### src/rtl/imem_pkg.sv
// Shared types for the instruction fetch path: fetch entry record and PC-to-word helper.
// No logic; no latency; no flow control.
// Imported by the fetch controller and its skid buffer.
package imem_pkg;

    localparam int XLEN    = 32;
    localparam int INSTR_W = 32;

    typedef struct packed {
        logic [XLEN-1:0]    pc;
        logic [INSTR_W-1:0] instr;
    } fetch_entry_t;

    // Byte PC to word index; callers truncate to their memory address width.
    function automatic logic [XLEN-1:0] pc_to_waddr(input logic [XLEN-1:0] pc);
        return {2'b00, pc[XLEN-1:2]};
    endfunction

endpackage

### src/rtl/fetch_skid_buf.sv
// Two-entry skid buffer of {pc, instr} fetch responses with flush on redirect.
// Latency: one cycle from push to head; flush empties it at the next edge.
// No internal backpressure: the controller's credit check keeps it from overflowing.
module fetch_skid_buf
    import imem_pkg::*;
(
    input  logic         clk,
    input  logic         rst_n,
    input  logic         push_i,
    input  fetch_entry_t entry_i,
    input  logic         pop_i,
    input  logic         flush_i,
    output logic [1:0]   occ_o,
    output fetch_entry_t head_o
);

    logic [$bits(fetch_entry_t)-1:0] head_raw;

    fifo #(
        .WIDTH ($bits(fetch_entry_t)),
        .DEPTH (2)
    ) u_fifo (
        .clk     (clk),
        .rst_n   (rst_n),
        .push_i  (push_i),
        .din_i   (entry_i),
        .pop_i   (pop_i),
        .flush_i (flush_i),
        .occ_o   (occ_o),
        .head_o  (head_raw)
    );

    assign head_o = fetch_entry_t'(head_raw);

endmodule

### src/rtl/fifo.sv
// Generic small FIFO with synchronous flush; head is visible combinationally.
// Latency: a push is visible at head the cycle after it is written.
// No internal backpressure: the caller must never push when full nor pop when empty.
module fifo #(
    parameter int WIDTH = 8,
    parameter int DEPTH = 2,
    localparam int PW = (DEPTH > 1) ? $clog2(DEPTH) : 1,
    localparam int CW = $clog2(DEPTH + 1)
) (
    input  logic             clk,
    input  logic             rst_n,
    input  logic             push_i,
    input  logic [WIDTH-1:0] din_i,
    input  logic             pop_i,
    input  logic             flush_i,
    output logic [CW-1:0]    occ_o,
    output logic [WIDTH-1:0] head_o
);

    logic [WIDTH-1:0] mem_q [DEPTH];
    logic [PW-1:0]    rd_q;
    logic [PW-1:0]    wr_q;
    logic [CW-1:0]    cnt_q;

    function automatic logic [PW-1:0] ptr_inc(input logic [PW-1:0] p);
        return (p == PW'(DEPTH - 1)) ? '0 : p + 1'b1;
    endfunction

    always_ff @(posedge clk or negedge rst_n) begin
        if (!rst_n) begin
            rd_q  <= '0;
            wr_q  <= '0;
            cnt_q <= '0;
            for (int i = 0; i < DEPTH; i++) mem_q[i] <= '0;
        end else if (flush_i) begin
            rd_q  <= '0;
            wr_q  <= '0;
            cnt_q <= '0;
        end else begin
            if (push_i) begin
                mem_q[wr_q] <= din_i;
                wr_q        <= ptr_inc(wr_q);
            end
            if (pop_i) rd_q <= ptr_inc(rd_q);
            cnt_q <= cnt_q + CW'(push_i) - CW'(pop_i);
        end
    end

    assign occ_o  = cnt_q;
    assign head_o = mem_q[rd_q];

endmodule

### src/rtl/imem_fetch_ctrl.sv
// Fetch sequencer for a 1-cycle synchronous imem; optional debug read port under IMEM_FETCH_DBG_EN.
// Latency: response bypasses to if_* the cycle after issue; redirect target is presented two cycles later.
// Backpressure: if_ready low parks responses in the 2-entry skid buffer; issue stops when credits run out.
module imem_fetch_ctrl #(
    parameter int          ADDR_WIDTH = 9,
    parameter int          DATA_WIDTH = 32,
    parameter logic [31:0] RESET_PC   = 32'h0
) (
    input  logic                  clk,
    input  logic                  rst_n,
    output logic [ADDR_WIDTH-1:0] imem_addr,
    input  logic [DATA_WIDTH-1:0] imem_dout,
    input  logic                  redirect_valid,
    input  logic [31:0]           redirect_pc,
    output logic                  if_valid,
    input  logic                  if_ready,
    output logic [31:0]           if_pc,
    output logic [DATA_WIDTH-1:0] if_instr
`ifdef IMEM_FETCH_DBG_EN
    ,
    input  logic                  dbg_req,
    input  logic [ADDR_WIDTH-1:0] dbg_addr,
    output logic                  dbg_gnt,
    output logic                  dbg_rvalid,
    output logic [DATA_WIDTH-1:0] dbg_rdata
`endif
);

    import imem_pkg::*;

    logic [XLEN-1:0] fetch_pc_q, fetch_pc_d;
    logic [XLEN-1:0] rsp_pc_q, rsp_pc_d;
    logic            req_q, req_d;
    logic [1:0]      occ;
    logic [2:0]      inflight;
    logic            deq, issue, push, pop, stall_dbg;
    fetch_entry_t    head, rsp_ent, out_ent;
    logic [ADDR_WIDTH-1:0] fetch_waddr;

    assign fetch_waddr = ADDR_WIDTH'(pc_to_waddr(fetch_pc_q));

`ifdef IMEM_FETCH_DBG_EN
    logic dbg_rvalid_q;

    always_ff @(posedge clk or negedge rst_n) begin
        if (!rst_n) dbg_rvalid_q <= 1'b0;
        else        dbg_rvalid_q <= dbg_req;
    end

    assign stall_dbg  = dbg_req;
    assign dbg_gnt    = dbg_req;
    assign dbg_rvalid = dbg_rvalid_q;
    assign dbg_rdata  = imem_dout;
    assign imem_addr  = dbg_req ? dbg_addr : fetch_waddr;
`else
    assign stall_dbg  = 1'b0;
    assign imem_addr  = fetch_waddr;
`endif

    assign rsp_ent.pc    = rsp_pc_q;
    assign rsp_ent.instr = INSTR_W'(imem_dout);

    // Buffered entries are older than the response now on imem_dout, so the head has priority.
    always_comb begin
        out_ent = '0;
        if (occ != 2'd0) out_ent = head;
        else if (req_q)  out_ent = rsp_ent;
    end

    assign if_valid = (occ != 2'd0) | req_q;
    assign if_pc    = out_ent.pc;
    assign if_instr = DATA_WIDTH'(out_ent.instr);
    assign deq      = if_valid & if_ready;
    assign push     = req_q & ~((occ == 2'd0) & deq);
    assign pop      = deq & (occ != 2'd0);

    // Credits: buffered + in-flight after this cycle's dequeue must leave room for one more.
    assign inflight = {1'b0, occ} + {2'b00, req_q};
    assign issue    = ~redirect_valid & ~stall_dbg & (inflight < (deq ? 3'd3 : 3'd2));

    always_comb begin
        fetch_pc_d = fetch_pc_q;
        rsp_pc_d   = rsp_pc_q;
        req_d      = 1'b0;
        if (redirect_valid) begin
            fetch_pc_d = redirect_pc & ~32'h3;
        end else if (issue) begin
            req_d      = 1'b1;
            rsp_pc_d   = fetch_pc_q;
            fetch_pc_d = fetch_pc_q + 32'd4;
        end
    end

    always_ff @(posedge clk or negedge rst_n) begin
        if (!rst_n) begin
            fetch_pc_q <= RESET_PC;
            rsp_pc_q   <= '0;
            req_q      <= 1'b0;
        end else begin
            fetch_pc_q <= fetch_pc_d;
            rsp_pc_q   <= rsp_pc_d;
            req_q      <= req_d;
        end
    end

    fetch_skid_buf u_skid (
        .clk     (clk),
        .rst_n   (rst_n),
        .push_i  (push & ~redirect_valid),
        .entry_i (rsp_ent),
        .pop_i   (pop & ~redirect_valid),
        .flush_i (redirect_valid),
        .occ_o   (occ),
        .head_o  (head)
    );

endmodule
### config.mk
export PLATFORM = sky130hd
export DESIGN_NAME = imem_fetch_ctrl
export DESIGN_NICKNAME = d
export VERILOG_FILES = /design/src/rtl/imem_pkg.sv /design/src/rtl/fetch_skid_buf.sv /design/src/rtl/fifo.sv /design/src/rtl/imem_fetch_ctrl.sv
export SDC_FILE = /design/constraint.sdc
export NUM_CORES = 1
export LEC_CHECK = 0
export BUFFER_PORTS_ARGS = -buffer_cell sky130_fd_sc_hd__buf_2
export CAP_MARGIN = 20
export CORE_ASPECT_RATIO = 2
export CORE_UTILIZATION = 50
export DETAILED_ROUTE_END_ITERATION = 10
export PLACE_DENSITY = 0.83
export SETUP_SLACK_MARGIN = 0.4
export SLEW_MARGIN = 40
export SYNTH_ARGS = -nofsm -noshare
export SYNTH_HDL_FRONTEND = slang
export SYNTH_SLANG_ARGS = --single-unit
### constraint.sdc
create_clock -name clk -period 3.1 [get_ports clk]
set_clock_uncertainty 0.15 [all_clocks]
set_input_delay 0.155 -clock clk [delete_from_list [all_inputs] [get_ports clk]]
set_output_delay 0.155 -clock clk [all_outputs]
set_load 0.1 [all_outputs]
# ---- Word-level counts from Yosys, hierarchy flattened
# Index checks and enable logic that the tools add are counted.
dict set report word_totals {
  regBits 197
  memories 0
  out_inout_bits 74
  ramBits 0
  rom_bits 0
  latch_bits 0
}
dict set report op_classes {
  eq_ne 0
  addsub 6
  bitwise_logic 12
  n_lt_le_gt_ge 4
  div 0
  n_mux 20
  shifts 0
  n_reduce_logical 8
  mul 0
}
# operator count
set op_table {}
lappend op_table {{64-bit two-way mux} 6}
lappend op_table {{128-bit bitwise mux} 1}
lappend op_table {{64-bit demux with 1-bit select} 1}
lappend op_table {{32-bit two-way mux} 2}
lappend op_table {{32-bit by 3-bit adder with 32-bit output (second input constant)} 1}
lappend op_table {{1-bit two-way mux} 9}
lappend op_table {{2-bit nonzero test} 4}
lappend op_table {{1-bit bitwise AND} 7}
lappend op_table {{2-bit >= comparator (second input constant)} 2}
lappend op_table {{1-bit NOT with 2-bit output} 2}
lappend op_table {{2-bit AND reduction} 2}
lappend op_table {{2-bit by 1-bit adder with 3-bit output} 1}
lappend op_table {{3-bit by 2-bit < comparator with 1-bit output} 1}
lappend op_table {{1-bit adder (second input constant)} 2}
lappend op_table {{2-bit by 1-bit adder with 2-bit output} 1}
lappend op_table {{2-bit logical NOT} 1}
lappend op_table {{2-bit by 1-bit < comparator with 1-bit output (second input constant)} 1}
lappend op_table {{2-bit two-way mux} 1}
lappend op_table {{1-bit NOT} 2}
lappend op_table {{2-bit by 1-bit subtractor with 2-bit output} 1}
lappend op_table {{1-bit logical AND} 1}
lappend op_table {{1-bit OR} 1}

# ---- Depth between registers and ports, before layout
dict set report depth {
  ltp_word 10
  mapped_depth 9
  mapped_depth_nobuf 7
}

# ---- Modules after synthesis
# From an unflattened synthesis, not the netlist that was laid out.
dict set report unflattened {
  cells_unflattened 844
  hier_area_um2 10073.4
}
# module cells_per_inst seq_area_each_um2 instances area_per_inst_um2
set modules_own_cells {}
lappend modules_own_cells {fifo 358 3303.2 1 6048.3}
lappend modules_own_cells {imem_fetch_ctrl 486 1526.5 1 4025.1}

# ---- Least setup slack after synthesis
# OpenSTA, ideal clock, no wires.
dict set report synth_path {
  path_type {register to output}
  start {register u_skid.u_fifo.rd_q}
  end {output if_pc[12]}
  arrival_ns 3.199
  required_ns 2.795
  stages_incl_launch_ff 5
  slack_ns -0.404
  cell_sequence {dfrtp_1 > buf_2 > clkbuf_1 > mux2i_1 > o21ai_0}
}
dict set report synth_between {
  elab_chain_cells 5
}
# item line_no
set synth_rtl {}
lappend synth_rtl {{from (decl)} fifo.sv:21} ;# logic [PW-1:0] rd_q;
lappend synth_rtl {{from (signal assigned)} fifo.sv:44} ;# if (pop_i) rd_q <= ptr_inc(rd_q);
lappend synth_rtl {{1-bit NOT with 2-bit output (not written as such)} fifo.sv:50} ;# assign head_o = mem_q[rd_q];
lappend synth_rtl {{64-bit two-way mux (not written as such) (3 in series)} fifo.sv:50}
lappend synth_rtl {{64-bit two-way mux} imem_fetch_ctrl.sv:66} ;# if (occ != 2'd0) out_ent = head;
lappend synth_rtl {{to (decl)} imem_fetch_ctrl.sv:17} ;# output logic [31:0] if_pc,
# No other way between the ends. The select of a mux whose other input is x is not followed.

# ---- Final worst setup path
dict set report layout_path {
  start {register u_skid.u_fifo.rd_q}
  end {output if_instr[0]}
}
dict set report layout_between {
  elab_chain_cells 5
}
# item line_no
set layout_rtl {}
lappend layout_rtl {{1-bit NOT with 2-bit output (not written as such)} fifo.sv:50}
lappend layout_rtl {{64-bit two-way mux (not written as such) (3 in series)} fifo.sv:50}
lappend layout_rtl {{64-bit two-way mux} imem_fetch_ctrl.sv:66}
lappend layout_rtl {{to (decl)} imem_fetch_ctrl.sv:18} ;# output logic [DATA_WIDTH-1:0] if_instr
# No other way between the ends. The select of a mux whose other input is x is not followed.

==> flow_metrics.py <==
metrics = {
    "global_route": {
        "grt_remaining_overflow": 0,
        "antenna_found_initial": 1,
        "grt_pass1_vias": 7169,
        "grt.total_usage_pct": 23.56,
        "grt_max_degree": 126,
        "grt_pass1_wl_um": 35800,
    },
    "pwr": {
        "peakVddDrop_mv": 0.5363,
        "powerDensity_nw_per_um2": 1070,
        "p_leak_nw": 5.149,
        "power_mw": 12.60,
    },
    "floorplan": {
        "dieHeight_um": 198.0,
        "row_count": 71,
        "ios": 142,
        "die_x_um": 100.0,
        "start_util_pct": 50.99,
        "dieArea_um2": 19800,
        "placeableCoreArea_um2": 18830,
    },
    "cts": {
        "clk_pin_slew_ns": 0.07,
        "cts_root_buf": "clkbuf_16",
        "clk_latency_ns": 0.44,
        "cts_inserted_buffers": 17,
        "clock_sinks": 189,
        "h-tree-depth": 4,
        "cts_tree": "done",
        "cts.path.max_buffers": 2,
    },
    "route": {
        "vias_per_cell": 5.833,
        "finalWirelength_um": 23260,
        "wl_per_cell_um": 18.80,
        "post-route-drc-count": 0,
        "routed-via-count": 7216,
        "postRouteAntennaNets": 0,
        "drt_iter0_markers": 315,
        "drtPass1Iterations": 5,
    },
    "worst_setup_path": {
        "cp-endpoint": "if_instr[0]",
        "crit_buf_inv": 2,
        "crit_type": "register to output port",
        "start_kind": "register",
        "r2r_slack_ns": 0.56,
        "rr_worst_depth": 7,
        "crit_fanout": 35,
        "end_kind": "output port",
        "required_ns": 2.79,
        "path_cells": "buf_12, mux2i_1, o21ai_0, buf_2",
        "critical_path.top_delay_family": "buffers and inverters",
        "cp_slowest_cell": "dfrtp_4",
        "crit_start": "u_skid.u_fifo.rd_q$_DFFE_PN0P_",
        "path_depth": 4,
        "critPathArrivalTime_ns": 2.33,
        "timing.rr.end": "rsp_pc_q[8]$_DFFE_PN0P_",
        "cp_slowest_stage_delay_ns": 0.67,
        "rr_startpoint": "u_skid.u_fifo.occ_o[0]$_DFF_PN0_",
    },
    "synth": {
        "syn_inst": 804,
        "synth-seq-cells": 189,
        "avgSynthCellArea_um2": 11.94,
        "yosysSeqAreaShare_pct": 49.25,
        "ys_warn_count": 0,
        "mappedNetlistArea_um2": 9603,
        "synthDistinctLibCells": 60,
    },
    "finish": {
        "final_cell_area_um2": 11780,
        "antenna_cells": 0,
        "final_cells": 1237,
        "fin_nets": 1042,
        "drive_above_1_share_pct": 40.53,
        "layout_commonest_cell": "dfrtp_1",
        "syn_to_final_growth_pct": 22.64,
        "final_cell_mix": "dfrtp_1, buf_2, mux2_2, nand3_1",
        "finish.utilization_pct": 62.54,
        "fillers": 1484,
    },
    "placed_design": {
        "dp.cells": 1140,
        "dpl.hpwl_um": 14160,
        "gp_congestion": 0.7649,
        "pre_cts_slack_ns": 0.5726,
        "placed_area_um2": 10540,
        "port_buffers": 137,
    },
    "timing": {
        "worstMarginPinSlew_ns": 0.7924,
        "fmax_mhz": 379.9,
        "final.setup.tns_ns": 0,
        "slew_headroom_pct": 47.18,
        "setup_viol": 0,
        "hold_viol": 0,
        "rsz0062_at_grt": "false",
        "period_minus_slack_ns": 2.632,
        "hold_ws_ns": 0.06192,
        "finalCritPeriodShare_pct": 84.91,
        "worst_slack_ns": 0.4679,
        "final_max_slew_viol_count": 0,
    },
    "min_path": {
        "hold_class": "primary input to register",
    },
    "flow_run": {
        "maxCapViolations": 0,
    },
    "status": {
        "outcome": "complete, no violations",
    },
}
layout make-up:
cell class                 count  area [µm²]  area share (%)
inverter                       6       22.52          0.1912
clock inverter                10       90.09          0.7649
tap                          255       319.1           2.709
sequential                   189        4735           40.20
multi-input combinational    537        4583           38.91
timing repair buffer         218        1554           13.19
clock buffer                  22       474.2           4.026
per-layer routing:
layer	vias up	GRT usage [%]	wire, µm
met5	-	0	8
met4	2	11.22	738
met3	49	4.765	910
met2	211	42.04	12290
met1	3664	26.55	9310
li1	3290	-	-
sequential cells by signal, summed over array words and instances, names as in the netlist:
signal               cells
fetch_pc_q              30
req_q                    1
u_skid.u_fifo.rd_q       1
rsp_pc_q                30
u_skid.u_fifo.mem_q    124
u_skid.u_fifo.occ_o      2
u_skid.u_fifo.wr_q       1
cells by family (layout without fill, tap and decap cells):
| logic type | count (synthesis) | count (layout) | synth area share, % |
|---|---|---|---|
| flip-flops | 189 | 189 | 49.25 |
| adder cells (fa/ha/maj) | 5 | 5 | 0.6515 |
| buffers and inverters | 79 | 256 | 5.147 |
| XOR/XNOR | 5 | 5 | 0.4561 |
| AND/OR/NAND/NOR | 186 | 186 | 10.72 |
| other | 1 | 2 | 0.03905 |
| AO/OA/AOI/OAI | 122 | 122 | 7.974 |
| multiplexers | 217 | 217 | 25.76 |
where the power goes:
group	internal [mW]	total, mW	switching [mW]	leakage, nW
Sequential	3.45	4.13	0.682	2.26
Clock	1.17	2.07	0.902	0.284
Combinational	1.83	6.40	4.57	2.61
repair_timing:
action                                  in CTS  in global routing
endpoints found under the setup margin      10                 60
hold buffers                                63                  0
cloned                                       0                  1
buffers inserted                             1                  0
endpoints found under the hold margin      204                  0
resized for setup                            2                  1
Yosys cell counts (all sizes together):
library cell  count  area share (%)
a211o             1           0.091
a21boi            1           0.078
a21oi             1           0.052
a221o             2            0.21
a311oi            1           0.091
a31o              1           0.091
a31oi            16             1.2
and2              4            0.27
and2b             1           0.091
and3              7            0.47
and4              5            0.50
buf              51             3.8
clkbuf           22             1.1
clkinv            1           0.039
conb              1           0.039
dfrtp           189              49
ha                5            0.65
inv               5            0.20
mux2            154              19
mux2i            63             6.6
nand2            17            0.69
nand2b            5            0.33
nand3            76             4.0
nand4            13             1.2
nor2             30             1.2
nor2b             2            0.13
nor3              1           0.052
nor4              4            0.26
nor4b             1           0.091
o211ai            1           0.078
o21ai            71             3.7
o311a             2            0.22
o311ai            7            0.64
o31a              8            0.73
o31ai             9            0.70
o41ai             1           0.091
or2               3            0.20
or3               7            0.52
or4              10            0.78
xnor2             3            0.27
xor2              2            0.18
worst register-to-register path: cells and delay by family (launching register included):
kind	cells	cell delay [ns]
and+or+nand+nor	2	0.66
DFF	1	0.45
adders and majority gates	2	0.43
muxes	1	0.32
buffers and inverters	1	0.28
AOI/OAI and AO/OA	1	0.14
how the worst min path moves through the flow:
stage,startpoint,endpoint,slack [ns],cells past startpoint
after floorplan,rst_n,fetch_pc_q[10]$_DFFE_PN0P_,-0.29,0
after global placement,rst_n,u_skid.u_fifo.mem_q[111]$_DFFE_PN0P_,0.18,1
after detailed placement,rst_n,u_skid.u_fifo.mem_q[109]$_DFFE_PN0P_,0.03,1
after CTS,if_ready,u_skid.u_fifo.wr_q$_DFFE_PN0P_,0.03,4
after global routing,if_ready,u_skid.u_fifo.wr_q$_DFFE_PN0P_,0.08,4
final,if_ready,u_skid.u_fifo.rd_q$_DFFE_PN0P_,0.06,4
Note: power is estimated with default switching activity, not from simulation.
